<file path="src/rtl/lsu_pkg.sv">
// Shared definitions for the load/store unit: FSM states, RV32I width
// codes and the request legality check used at accept time.
package lsu_pkg;

    typedef enum logic [2:0] {
        ST_IDLE    = 3'd0,
        ST_ISSUE   = 3'd1,
        ST_CAPTURE = 3'd2,
        ST_WRITE   = 3'd3,
        ST_RESP    = 3'd4
    } lsu_state_t;

    localparam logic [2:0] F3_B  = 3'b000;
    localparam logic [2:0] F3_H  = 3'b001;
    localparam logic [2:0] F3_W  = 3'b010;
    localparam logic [2:0] F3_BU = 3'b100;
    localparam logic [2:0] F3_HU = 3'b101;

    // Returns 1 when a request must be rejected without touching memory:
    // unknown width code, unsigned width on a store, misaligned halfword or
    // word, or a byte address beyond the reach of the memory unit.
    function automatic logic lsu_req_err(
        input logic        we,
        input logic [2:0]  funct3,
        input logic [31:0] addr,
        input int          aw
    );
        logic bad_s;
        bad_s = 1'b0;
        case (funct3)
            F3_B:    bad_s = 1'b0;
            F3_H:    bad_s = addr[0];
            F3_W:    bad_s = (addr[1:0] != 2'b00);
            F3_BU:   bad_s = we;
            F3_HU:   bad_s = we | addr[0];
            default: bad_s = 1'b1;
        endcase
        if ((addr >> (aw + 2)) != 32'd0) begin
            bad_s = 1'b1;
        end else begin
            bad_s = bad_s;
        end
        return bad_s;
    endfunction

endpackage

</file>
<file path="src/rtl/lsu_align_v1.sv">
// Lane handling for sub-word accesses: extracts and extends load data from
// a memory word, and merges store data into a word for read-modify-write.
module lsu_align_v1
    import lsu_pkg::*;
(
    input  logic [2:0]  funct3,
    input  logic [1:0]  lane,
    input  logic [31:0] word,
    input  logic [15:0] wdata,
    output logic [31:0] load_data,
    output logic [31:0] merged
);

    logic [7:0]  byte_s;
    logic [15:0] half_s;

    // Pick the addressed byte/halfword and extend it to 32 bits.
    always_comb begin
        byte_s    = 8'd0;
        half_s    = 16'd0;
        load_data = 32'd0;
        case (lane)
            2'd0:    byte_s = word[7:0];
            2'd1:    byte_s = word[15:8];
            2'd2:    byte_s = word[23:16];
            2'd3:    byte_s = word[31:24];
            default: byte_s = word[7:0];
        endcase
        if (lane[1]) begin
            half_s = word[31:16];
        end else begin
            half_s = word[15:0];
        end
        case (funct3)
            F3_B:    load_data = {{24{byte_s[7]}}, byte_s};
            F3_BU:   load_data = {24'd0, byte_s};
            F3_H:    load_data = {{16{half_s[15]}}, half_s};
            F3_HU:   load_data = {16'd0, half_s};
            F3_W:    load_data = word;
            default: load_data = 32'd0;
        endcase
    end

    // Overwrite the addressed byte/halfword of the captured word with store data.
    always_comb begin
        merged = word;
        case (funct3)
            F3_B:    merged[{lane, 3'b000} +: 8]     = wdata[7:0];
            F3_H:    merged[{lane[1], 4'b0000} +: 16] = wdata;
            default: merged = word;
        endcase
    end

endmodule

</file>
<file path="src/rtl/lsu_v1.sv">
// Load/store unit: accepts one RV32I load/store at a time, checks legality,
// and sequences a single-port synchronous memory (read-modify-write for
// byte/halfword stores). All outputs come straight from registers.
module lsu_v1
    import lsu_pkg::*;
#(
    parameter int addr_width = 10,
    parameter int data_width = 32
) (
    input  logic                  clk,
    input  logic                  rst,
    input  logic                  req_valid,
    output logic                  req_ready,
    input  logic                  req_we,
    input  logic [2:0]            req_funct3,
    input  logic [31:0]           req_addr,
    input  logic [31:0]           req_wdata,
    output logic                  resp_valid,
    output logic [31:0]           resp_rdata,
    output logic                  resp_err,
    output logic [addr_width-1:0] mem_addr,
    output logic [data_width-1:0] mem_wdata,
    input  logic [data_width-1:0] mem_rdata,
    output logic                  mem_write_enable,
    output logic                  mem_read_enable
);

    lsu_state_t state_r, state_nx_s;

    // Captured request. Only the low half of store data is kept: full-word
    // stores are issued straight from the request on the accepting edge.
    logic                  we_r;
    logic [2:0]            funct3_r;
    logic [1:0]            lane_r;
    logic [addr_width-1:0] word_r;
    logic [15:0]           wdata_r;

    logic                  busy_r;
    logic                  resp_valid_r, resp_err_r;
    logic [31:0]           resp_rdata_r;
    logic [addr_width-1:0] mem_addr_r;
    logic [data_width-1:0] mem_wdata_r;
    logic                  mem_we_r, mem_re_r;

    logic                  accept_s, req_err_s, is_sw_s;
    logic                  resp_valid_nx_s, resp_err_nx_s;
    logic [31:0]           resp_rdata_nx_s;
    logic [addr_width-1:0] mem_addr_nx_s;
    logic [data_width-1:0] mem_wdata_nx_s;
    logic                  mem_we_nx_s, mem_re_nx_s;
    logic [31:0]           load_s, merged_s;

    assign accept_s  = req_valid & (state_r == ST_IDLE);
    assign req_err_s = lsu_req_err(req_we, req_funct3, req_addr, addr_width);
    assign is_sw_s   = we_r & (funct3_r == F3_W);

    lsu_align_v1 u_align (
        .funct3    (funct3_r),
        .lane      (lane_r),
        .word      (mem_rdata),
        .wdata     (wdata_r),
        .load_data (load_s),
        .merged    (merged_s)
    );

    // Next state plus the values every output register takes in that state.
    always_comb begin
        state_nx_s      = state_r;
        resp_valid_nx_s = 1'b0;
        resp_err_nx_s   = 1'b0;
        resp_rdata_nx_s = 32'd0;
        mem_addr_nx_s   = {addr_width{1'b0}};
        mem_wdata_nx_s  = {data_width{1'b0}};
        mem_we_nx_s     = 1'b0;
        mem_re_nx_s     = 1'b0;
        case (state_r)
            ST_IDLE: begin
                if (accept_s) begin
                    if (req_err_s) begin
                        state_nx_s      = ST_RESP;
                        resp_valid_nx_s = 1'b1;
                        resp_err_nx_s   = 1'b1;
                    end else begin
                        state_nx_s    = ST_ISSUE;
                        mem_addr_nx_s = req_addr[addr_width+1:2];
                        if (req_we && (req_funct3 == F3_W)) begin
                            mem_we_nx_s    = 1'b1;
                            mem_wdata_nx_s = req_wdata;
                        end else begin
                            mem_re_nx_s = 1'b1;
                        end
                    end
                end else begin
                    state_nx_s = ST_IDLE;
                end
            end
            ST_ISSUE: begin
                if (is_sw_s) begin
                    state_nx_s      = ST_RESP;
                    resp_valid_nx_s = 1'b1;
                end else begin
                    state_nx_s = ST_CAPTURE;
                end
            end
            ST_CAPTURE: begin
                if (we_r) begin
                    state_nx_s     = ST_WRITE;
                    mem_we_nx_s    = 1'b1;
                    mem_addr_nx_s  = word_r;
                    mem_wdata_nx_s = merged_s;
                end else begin
                    state_nx_s      = ST_RESP;
                    resp_valid_nx_s = 1'b1;
                    resp_rdata_nx_s = load_s;
                end
            end
            ST_WRITE: begin
                state_nx_s      = ST_RESP;
                resp_valid_nx_s = 1'b1;
            end
            ST_RESP: begin
                state_nx_s = ST_IDLE;
            end
            default: begin
                state_nx_s = ST_IDLE;
            end
        endcase
    end

    // State, captured request and output registers; reset abandons any operation.
    always_ff @(posedge clk) begin
        if (!rst) begin
            state_r      <= ST_IDLE;
            we_r         <= 1'b0;
            funct3_r     <= 3'd0;
            lane_r       <= 2'd0;
            word_r       <= {addr_width{1'b0}};
            wdata_r      <= 16'd0;
            busy_r       <= 1'b0;
            resp_valid_r <= 1'b0;
            resp_err_r   <= 1'b0;
            resp_rdata_r <= 32'd0;
            mem_addr_r   <= {addr_width{1'b0}};
            mem_wdata_r  <= {data_width{1'b0}};
            mem_we_r     <= 1'b0;
            mem_re_r     <= 1'b0;
        end else begin
            state_r      <= state_nx_s;
            busy_r       <= (state_nx_s != ST_IDLE);
            resp_valid_r <= resp_valid_nx_s;
            resp_err_r   <= resp_err_nx_s;
            resp_rdata_r <= resp_rdata_nx_s;
            mem_addr_r   <= mem_addr_nx_s;
            mem_wdata_r  <= mem_wdata_nx_s;
            mem_we_r     <= mem_we_nx_s;
            mem_re_r     <= mem_re_nx_s;
            if (accept_s) begin
                we_r     <= req_we;
                funct3_r <= req_funct3;
                lane_r   <= req_addr[1:0];
                word_r   <= req_addr[addr_width+1:2];
                wdata_r  <= req_wdata[15:0];
            end else begin
                we_r     <= we_r;
                funct3_r <= funct3_r;
                lane_r   <= lane_r;
                word_r   <= word_r;
                wdata_r  <= wdata_r;
            end
        end
    end

    assign req_ready        = ~busy_r;
    assign resp_valid       = resp_valid_r;
    assign resp_err         = resp_err_r;
    assign resp_rdata       = resp_rdata_r;
    assign mem_addr         = mem_addr_r;
    assign mem_wdata        = mem_wdata_r;
    assign mem_write_enable = mem_we_r;
    assign mem_read_enable  = mem_re_r;

endmodule

</file>
<file path="config.mk">
export PLATFORM = sky130hd
export DESIGN_NAME = lsu_v1
export DESIGN_NICKNAME = d
export VERILOG_FILES = /design/src/rtl/lsu_pkg.sv /design/src/rtl/lsu_align_v1.sv /design/src/rtl/lsu_v1.sv
export SDC_FILE = /design/constraint.sdc
export NUM_CORES = 1
export LEC_CHECK = 0
export CORE_MARGIN = 1
export CORE_UTILIZATION = 40
export DETAILED_ROUTE_END_ITERATION = 8
export PLACE_DENSITY = 0.85
export SKIP_CTS_REPAIR_TIMING = 1
export SYNTH_ARGS = -nofsm -noshare
export SYNTH_HDL_FRONTEND = slang
export SYNTH_SLANG_ARGS = --single-unit
export TNS_END_PERCENT = 1
</file>
<file path="constraint.sdc">
create_clock -name clk -period 2.9 [get_ports clk]
set_clock_uncertainty 0.2 [all_clocks]
set_input_delay 0.58 -clock clk [delete_from_list [all_inputs] [get_ports clk]]
set_output_delay 0.58 -clock clk [all_outputs]
set_load 0.01 [all_outputs]
</file>
Word level (Yosys, flattened, before mapping)
Index checks and enable logic that the tools add are counted.
Cells by class
  eq/ne operators: 14
  muxes and demuxes: 33
  bitwise operators: 8
  reduce and logical (&&, ||, !) cells: 11
  $add $sub $neg: 2
  shift operators: 4
Operator list (count)
  32-bit case mux with 5 select lines: 1
  32-bit two-way mux: 4
  32-bit case mux with 2 select lines: 2
  32-bit bitwise mux: 2
  8-bit case mux with 4 select lines: 1
  32-bit nonzero test: 1
  16-bit by 7-bit variable shift with 32-bit output (first input constant): 1
  8-bit by 7-bit variable shift with 32-bit output (first input constant): 1
  16-bit by 7-bit variable part select with 32-bit output: 1
  8-bit by 7-bit variable part select with 32-bit output: 1
  10-bit two-way mux: 3
  10-bit case mux with 2 select lines: 1
  16-bit two-way mux: 1
  5-bit negator with 7-bit output: 2
  3-bit by 2-bit equality test with 1-bit output (second input constant): 4
  3-bit equality test (second input constant): 4
  3-bit two-way mux: 4
  3-bit case mux with 4 select lines: 1
  1-bit two-way mux: 10
  3-bit by 1-bit equality test with 1-bit output (second input constant): 3
  3-bit logical NOT: 3
  1-bit inverter: 5
  1-bit case mux with 5 select lines: 1
  2-bit equality test (second input constant): 2
  12 further kinds: 13
Storage, ports and cells
  word-level logic and storage cells: 86
  output and inout port bits: 79
  bits in registers: 114

Longest topological paths before layout
Gate-level depths: netlist of the first run.
  word-level depth: 7
  depth in mapped cells: 10
  mapped depth without buffers: 6

By module
Synthesis of the first run repeated with hierarchy kept, for this count alone.
Second synthesis, totals
  cells, all modules: 607
  area, all modules: 5416.4 µm²
By module, submodules not included
  lsu_v1: area an instance 3688.5 µm², sequential area each 2262.2 µm², cells an instance 353, instances 1
  lsu_align_v1: area an instance 1727.9 µm², sequential area each 0.0 µm², cells an instance 254, instances 1

Least setup slack after synthesis of the first run
No wires, ideal clock.
  kind: flip-flop to flip-flop
  start: register lane_r[1]
  end: register resp_rdata_r[22] (netlist: resp_rdata[22])
  buffers on the path: 4
  data arrival time: 2.180 ns
  cell stages (with the launch flop): 11
  setup slack: 0.388 ns
  period minus slack after synthesis: 2.512 ns
  path through: dfxtp_1 clkbuf_1 buf_2 inv_1 ha_1 clkbuf_1 a22oi_1 a211oi_1 nor2_1 buf_2 a21oi_1
Between the ends
  cells in the longest elaborated chain, start to end: 3
  elaborated cells on any way between the ends: 7
  those cells by class: eq/ne: 3; mux: 3; reduce/logical: 1
Ends and longest elaborated chain
  from (decl): RTL line lsu_v1.sv:34  | logic [1:0] lane_r;
  from (signal assigned): RTL line lsu_v1.sv:160  | lane_r <= req_addr[1:0];
  from (signal assigned): RTL line lsu_v1.sv:166  | lane_r <= lane_r;
  2-bit equality test, or another cell as far along: RTL line lsu_align_v1.sv:22  | case (lane)
  8-bit case mux with 4 select lines: RTL line lsu_align_v1.sv:22
  32-bit case mux with 5 select lines *: RTL line lsu_align_v1.sv:34  | case (funct3)
  to (signal assigned): RTL line lsu_v1.sv:152  | resp_rdata_r <= resp_rdata_nx_s;
  to (decl): RTL line lsu_v1.sv:40  | logic [31:0] resp_rdata_r;
Every way passes the cells marked *; elsewhere a longest branch is shown, timed or not.
A chain may end at the register's enable or synchronous reset.

Worst setup path in the final report of the first run
  start: register lane_r[1]
  end: register mem_wdata_r[19] (netlist: mem_wdata[19])
Between the ends
  cells in the longest elaborated chain, start to end: 6
  elaborated cells on any way between the ends: 11
  those cells by class: add/sub: 2; shift: 4; mux: 5
Ends and longest elaborated chain
  5-bit negator with 7-bit output (on tied branches): RTL line lsu_align_v1.sv:49, lsu_align_v1.sv:48
  16-bit by 7-bit variable part select with 32-bit output, or another cell as far along: RTL line lsu_align_v1.sv:49  | F3_H: merged[{lane[1], 4'b0000} +: 16] = wdata;
  32-bit bitwise mux (on tied branches): RTL line lsu_align_v1.sv:49, lsu_align_v1.sv:48
  32-bit case mux with 2 select lines *: RTL line lsu_align_v1.sv:47  | case (funct3)
  32-bit two-way mux *: RTL line lsu_v1.sv:106  | if (we_r) begin
  32-bit case mux with 2 select lines *: RTL line lsu_v1.sv:76  | case (state_r)
  to (signal assigned): RTL line lsu_v1.sv:144  | mem_wdata_r <= {data_width{1'b0}};
  to (signal assigned): RTL line lsu_v1.sv:154  | mem_wdata_r <= mem_wdata_nx_s;
  to (decl): RTL line lsu_v1.sv:42  | logic [data_width-1:0] mem_wdata_r;
Marks and branches as above.

==> results of run 1 <==
==> area by class of cell <==
| cell class | count | area [um^2] | area share [%] |
|---|---|---|---|
| Sequential cell | 113 | 2262 | 30.69 |
| Clock buffer | 21 | 460.4 | 6.246 |
| Multi-Input combinational cell | 397 | 2354 | 31.92 |
| Tap cell | 143 | 178.9 | 2.427 |
| Timing Repair Buffer | 200 | 1967 | 26.68 |
| Clock inverter | 10 | 135.1 | 1.833 |
| Inverter | 4 | 15.01 | 0.2037 |
==> cell usage in the layout, fill, tap and decap left out, drive strengths merged, types with 3 or more instances in the layout <==
cell / count
a211oi: 9
a21boi: 32
a21oi: 30
a221o: 7
a222oi: 16
a22oi: 16
a32oi: 8
buf: 19
bufinv: 3
clkbuf: 21
clkdlybuf4s50: 181
clkinv: 3
clkinvlp: 4
dfxtp: 113
ha: 5
inv: 4
nand2: 125
nand2b: 12
nand3: 12
nand4: 3
nor2: 17
nor2b: 5
nor3: 4
nor4: 5
o21ai: 37
o22ai: 26
==> metal layers <==
| metal | share of wire, % | vias up | routed length, um | global-route usage [%] |
|---|---|---|---|---|
| li1 | - | 2388 | - | - |
| met1 | 38 | 2371 | 6432 | 30.75 |
| met2 | 48 | 328 | 8076 | 46.04 |
| met3 | 9.6 | 62 | 1618 | 7.873 |
| met4 | 4.1 | 0 | 689 | 13.69 |
| met5 | 0 | - | 0 | 0 |
==> registers in the layout, summed over array words and instances (netlist names) <==
name / flops
mem_read_enable: 1
wdata_r: 16
state_r: 3
mem_write_enable: 1
mem_addr: 10
mem_wdata: 32
funct3_r: 3
lane_r: 2
resp_err: 1
resp_rdata: 32
we_r: 1
word_r: 10
busy_r: 1
==> logic make-up (layout without fill, tap and decap cells) <==
| kind of cell | after synthesis | in the layout | share of synthesized area [%] |
|---|---|---|---|
| flip-flops | 113 | 113 | 47.38 |
| buffers and inverters | 41 | 235 | 3.721 |
| AO/OA/AOI/OAI | 190 | 190 | 27.31 |
| AND/OR/NAND/NOR | 200 | 200 | 19.84 |
| adder cells (fa/ha/maj) | 5 | 5 | 1.310 |
| multiplexers | 2 | 2 | 0.4455 |
==> power by group through the flow <==
stage | registers [mW] | clock network, mW | logic (mW)
after floorplan | 1.64 | 0 | 0.248
after global placement | 1.65 | 0 | 0.479
after detailed placement | 1.66 | 0 | 0.493
after CTS | 1.62 | 2.12 | 0.497
after global routing | 1.63 | 2.18 | 0.543
final | 1.63 | 2.11 | 0.505
==> synthesized netlist by cell type, types with 2 or more instances <==
| cell | count |
|---|---|
| nand2_1 | 125 |
| a32oi_1 | 8 |
| a211oi_1 | 9 |
| nor2_1 | 15 |
| nand3b_1 | 2 |
| buf_1 | 3 |
| or2_2 | 2 |
| a21boi_0 | 32 |
| a222oi_1 | 16 |
| and4_1 | 2 |
| buf_2 | 13 |
| nor3b_2 | 2 |
| nor2b_1 | 5 |
| o21ai_1 | 8 |
| o21ai_0 | 29 |
| a22oi_1 | 16 |
| nor3_1 | 3 |
| nand2b_1 | 12 |
| a21oi_1 | 30 |
| inv_1 | 4 |
| a221oi_1 | 2 |
| dfxtp_1 | 113 |
| nand3_1 | 12 |
| a221o_1 | 7 |
| ha_1 | 5 |
| o22ai_1 | 26 |
| or4_1 | 2 |
| nand4_1 | 3 |
| nor4_1 | 4 |
| clkbuf_1 | 20 |
==> worst min-delay path by stage <==
stage | from | depth (start not counted) | endpoint
floorplan | word_r[0] | 2 | mem_addr[0]
global placement | word_r[9] | 2 | mem_addr[9]
detailed placement | word_r[9] | 2 | mem_addr[9]
CTS | word_r[9] | 2 | mem_addr[9]
global route | word_r[5] | 2 | word_r[5]
finish | word_r[9] | 2 | mem_addr[9]
==> stage by stage <==
stage               setup TNS [ns]  util, %  instances  total power, mW
global route                     0    64.02        888            4.350
finish                           0    64.02        888            4.241
floorplan                        0        -        551            1.885
CTS                              0    63.99        888            4.238
global placement           -0.2892    58.82        857            2.134
detailed placement          -1.777    58.82        857            2.149
==> tightest hold or removal path: stages, from the launching register on <==
cell	delay, ns
dfxtp_1	0.32
nand2_1	0.05
o21ai_0	0.06
==> results.sh, run 1 <==
export IMPL_nets=841
export IMPL_status="complete, but fails checks"
export IMPL_endpoint="mem_wdata[19]"
export IMPL_tightest_slew_ns=1.165
export IMPL_slew_violations=0
export IMPL_leakage_nw=2.640
export IMPL_hp_class="register to register"
export IMPL_postSynthCellCount=551
export IMPL_rsz0062_at_grt="no"
export IMPL_wl_per_cell_um=18.94
export IMPL_drtAntennaViolNets=0
export IMPL_r2r_cells=6
export IMPL_grt_pass1_wl_um=26010
export IMPL_grt_start_max_net_pins=45
export IMPL_synth_cell_types=51
export IMPL_grtUsageTotal_pct=27.05
export IMPL_post_place_ws_ns=-0.1514
export IMPL_design_area_um2=7372
export IMPL_die_area_um2=12380
export IMPL_internal_power_mw=3.211
export IMPL_period_share_pct=93.08
export IMPL_die_w_um=111.3
export IMPL_ys_ff_latch=113
export IMPL_yosys_top_cells_area="dfxtp_1, nand2_1, a21boi_0"
export IMPL_dp_hpwl_um=12300
export IMPL_synth_flop_cell="dfxtp_1"
export IMPL_drive_above_1_share_pct=8.322
export IMPL_syn_to_final_growth_pct=54.40
export IMPL_netlist_area_um2=4775
export IMPL_cellPowerDensity_nw_per_um2=575.3
export IMPL_whs_ns=0.2615
export IMPL_place_congestion=0.9279
export IMPL_dieHeight_um=111.3
export IMPL_slowest_delay_ns=0.60
export IMPL_n_antenna_cell=0
export IMPL_cap_violations=0
export IMPL_r2r_start="lane_r[1]"
export IMPL_cts_clk_slew_worst_paths_ns=0.05
export IMPL_syn_area_per_cell_um2=8.665
export IMPL_numCtsBuffers=17
export IMPL_first_global_vias=5030
export IMPL_htreeDepth=4
export IMPL_cts_root_buf="clkbuf_16"
export IMPL_clkLatencyLatePin_ns=0.41
export IMPL_critPathCaptureType="register"
export IMPL_cts_sinks=113
export IMPL_vias=5149
export IMPL_p_seq_share_pct=38.3
export IMPL_ff2ff_setup_slack_ns=0.20
export IMPL_synth_async_reset_ratio_pct=0
export IMPL_synth_edf_count=0
export IMPL_synth_top_area_share_pct=47.38
export IMPL_hold_viol=0
export IMPL_cp_top_family="compound AO/OA/AOI/OAI gates"
export IMPL_io_pins=182
export IMPL_synth_nets=659
export IMPL_setup_ws_ns=0.2006
export IMPL_path_class="register to register"
export IMPL_r2r_end="mem_wdata[19]"
export IMPL_p_comb_share_pct=11.9
export IMPL_wl_um=16820
export IMPL_gr_total_overflow=0
export IMPL_seq_area_frac_synth_pct=47.38
export IMPL_dpl_cell_area_um2=6774
export IMPL_switching_share_pct=24.29
export IMPL_worstPathCellList="inv_1, ha_1, or3_1, o22ai_1, a32oi_1, o21ai_0"
export IMPL_ys_warn_count=0
export IMPL_maxSlewHeadroom_pct=21.50
export IMPL_drt_iter0_drc=469
export IMPL_cp_max_fo=9
export IMPL_fmax_mhz=370.5
export IMPL_core_area_um2=11520
export IMPL_cp_depth=6
export IMPL_cp_required_ns=3.04
export IMPL_antenna_found_initial=0
export IMPL_portBuffers=181
export IMPL_crit_start="lane_r[1]"
export IMPL_finalCriticalPeriod_ns=2.699
export IMPL_synth_top_area_cell="dfxtp_1"
export IMPL_firstDrtPassIters=9
export IMPL_critPathSlowestCell="o22ai_1"
export IMPL_violations="design-rule violations"
export IMPL_cts_path_max_buffers=2
export IMPL_crit_buf_inv=1
export IMPL_vias_per_cell=5.798
export IMPL_tritoncts="yes"
export IMPL_ir_worst_vdd_mv=0.4430
export IMPL_critPathArrivalTime_ns=2.84
export IMPL_p_sw_mw=1.030
export IMPL_rows=39
export IMPL_cp_start_kind="register"
export IMPL_finalSetupViolCount=0
export IMPL_drc=26
export IMPL_clkPwrFrac_pct=49.8
export IMPL_start_util_pct=41.46
export IMPL_nFillCells=907
(Power assumes the default switching activity.)
==> inputs of run 2 (changes only) <==
--- a/config.mk
+++ b/config.mk
@@ -10,6 +10,7 @@
 export DETAILED_ROUTE_END_ITERATION = 8
 export PLACE_DENSITY = 0.85
 export SKIP_CTS_REPAIR_TIMING = 1
+export SKIP_LAST_GASP = 1
 export SYNTH_ARGS = -nofsm -noshare
 export SYNTH_HDL_FRONTEND = slang
 export SYNTH_SLANG_ARGS = --single-unit
==> results of run 2 <==
The final DEF is identical to that of run 1; final timing and power are the same.
==> inputs of run 3 (changes only) <==
--- a/config.mk
+++ b/config.mk
@@ -9,6 +9,7 @@
 export CORE_UTILIZATION = 40
 export DETAILED_ROUTE_END_ITERATION = 8
 export PLACE_DENSITY = 0.85
+export RECOVER_POWER = 25
 export SKIP_CTS_REPAIR_TIMING = 1
 export SKIP_LAST_GASP = 1
 export SYNTH_ARGS = -nofsm -noshare
==> run 3 against run 2 <==
Against the previous run: wire length barely moved; critical path type unchanged; the flow still finishes with violations (design-rule violations); first-iteration DRC count rose by 4.3%; sequential share of layout area is essentially flat; critical endpoint unchanged; clock power about the same; highest routed layer unchanged.
==> results.sh, run 3 (synthesis results as in run 1) <==
export IMPL_final_cell_count_no_fill=888
export IMPL_multi_input_area_um2=2354
export IMPL_finalCriticalPeriod_ns=2.686
export IMPL_die_area_um2=12380
export IMPL_min_from="word_r[9]"
export IMPL_worstPathCellList="inv_1, ha_1, or3_1, o22ai_1, a32oi_1, o21ai_0"
export IMPL_tritoncts="yes"
export IMPL_cts_root_buf="clkbuf_16"
export IMPL_firstDrtPassIters=8
export IMPL_violations="design-rule violations"
export IMPL_status="complete, but fails checks"
export IMPL_cts_clk_slew_worst_paths_ns=0.05
export IMPL_tightest_slew_ns=1.173
export IMPL_grtUsageTotal_pct=27.05
export IMPL_ir_worst_vdd_mv=0.4429
export IMPL_final_common_cell="clkdlybuf4s50_1"
export IMPL_cts_sinks=113
export IMPL_dp_hpwl_um=12300
export IMPL_drtAntennaViolNets=0
export IMPL_hold_viol=0
export IMPL_slowest_delay_ns=0.60
export IMPL_nets=841
export IMPL_io_pins=182
export IMPL_ff2ff_setup_slack_ns=0.21
export IMPL_vias_per_cell=5.779
export IMPL_nFillCells=909
export IMPL_cap_violations=0
export IMPL_r2r_start="lane_r[1]"
export IMPL_critPathSlowestCell="o22ai_1"
export IMPL_drc=26
export IMPL_leakage_nw=2.802
export IMPL_syn_to_final_growth_pct=54.32
export IMPL_critPathArrivalTime_ns=2.83
export IMPL_layout_common_cells="clkdlybuf4s50_1, nand2_1, dfxtp_1"
export IMPL_r2r_cells=6
export IMPL_die_w_um=111.3
export IMPL_cp_required_ns=3.04
export IMPL_cellPowerDensity_nw_per_um2=575.2
export IMPL_clkLatencyLatePin_ns=0.41
export IMPL_wl_um=16810
export IMPL_cts_path_max_buffers=2
export IMPL_drive_above_1_share_pct=8.188
export IMPL_tns_ns=0
export IMPL_seq_area_um2=2262
export IMPL_period_share_pct=92.63
export IMPL_dieHeight_um=111.3
export IMPL_holdPathStages=2
export IMPL_portBuffers=181
export IMPL_fmax_mhz=372.2
export IMPL_antenna_found_initial=0
export IMPL_cp_max_fo=9
export IMPL_grt_start_max_net_pins=45
export IMPL_whs_ns=0.2619
export IMPL_finalSetupViolCount=0
export IMPL_first_global_vias=5030
export IMPL_critPathCaptureType="register"
export IMPL_cp_start_kind="register"
export IMPL_start_util_pct=41.46
export IMPL_htreeDepth=4
export IMPL_path_class="register to register"
export IMPL_grt_pass1_wl_um=26010
export IMPL_hp_class="register to register"
export IMPL_place_inst=857
export IMPL_numCtsBuffers=17
export IMPL_drt_iter0_drc=489
export IMPL_min_to="mem_addr[9]"
export IMPL_rsz0062_at_grt="no"
export IMPL_vias=5132
export IMPL_rows=39
export IMPL_post_route_util_pct=63.98
export IMPL_core_area_um2=11520
export IMPL_n_antenna_cell=0
export IMPL_wl_per_cell_um=18.93
export IMPL_slew_violations=0
export IMPL_place_congestion=0.9279
export IMPL_r2r_end="mem_wdata[19]"
export IMPL_gr_total_overflow=0
export IMPL_maxSlewHeadroom_pct=20.93
run 3: changes by cell type in the layout (fill, tap and decap cells not counted), sizes merged:
cell           change
dlygate4sd3       +47
buf                -1
clkbuf             +1
clkdlybuf4s50     -47
run 3: worst max-delay path by stage:
stage | start | endpoint | slack, ns | depth (start not counted)
after floorplan | lane_r[1] | resp_rdata[22] | 0.39 | 10
after global placement | req_addr[1] | mem_wdata[21] | -0.04 | 5
after detailed placement | req_addr[1] | mem_wdata[21] | -0.15 | 5
after CTS | lane_r[1] | resp_rdata[20] | 0.20 | 6
after global routing | lane_r[1] | mem_wdata[21] | 0.10 | 6
final | lane_r[1] | mem_wdata[19] | 0.21 | 6
run 3: stage by stage:
| stage | cell area, um^2 | worst slack [ns] | power, mW |
|---|---|---|---|
| 2_1_floorplan | 4775 | 0.3880 | 1.885 |
| 3_3_place_gp | 6774 | -0.04281 | 2.134 |
| 3_5_place_dp | 6774 | -0.1514 | 2.149 |
| 4_1_cts | 7370 | 0.1999 | 4.238 |
| 5_1_grt | 7368 | 0.1045 | 4.349 |
| 6_report | 7368 | 0.2136 | 4.238 |
run 3: routing by layer:
layer	wire length, um	global-route usage, %
met1	6496	30.75
met2	8045	46.04
met3	1563	7.873
met4	708	13.69
met5	0	0
run 3: power breakdown:
part | switching (mW) | leakage [nW] | internal (mW) | total [mW]
logic | 0.261 | 1.61 | 0.242 | 0.504
registers | 0.0422 | 0.916 | 1.58 | 1.63
clock network | 0.725 | 0.281 | 1.38 | 2.11
total | 1.03 | 2.80 | 3.21 | 4.24
run 3: area by class of cell:
cell class	instances	share of cell area (%)
Multi-Input combinational cell	397	31.94
Sequential cell	113	30.70
Clock inverter	10	1.834
Clock buffer	21	6.249
Tap cell	143	2.428
Inverter	4	0.2038
Timing Repair Buffer	200	26.64
run 3: critical path: cells and delay by family (launching register included):
| kind | cells | cell delay, ns |
|---|---|---|
| compound gates | 3 | 1.00 |
| fa+ha+maj | 1 | 0.27 |
| buf+inv | 1 | 0.14 |
| flops | 1 | 0.52 |
| simple gates | 1 | 0.49 |
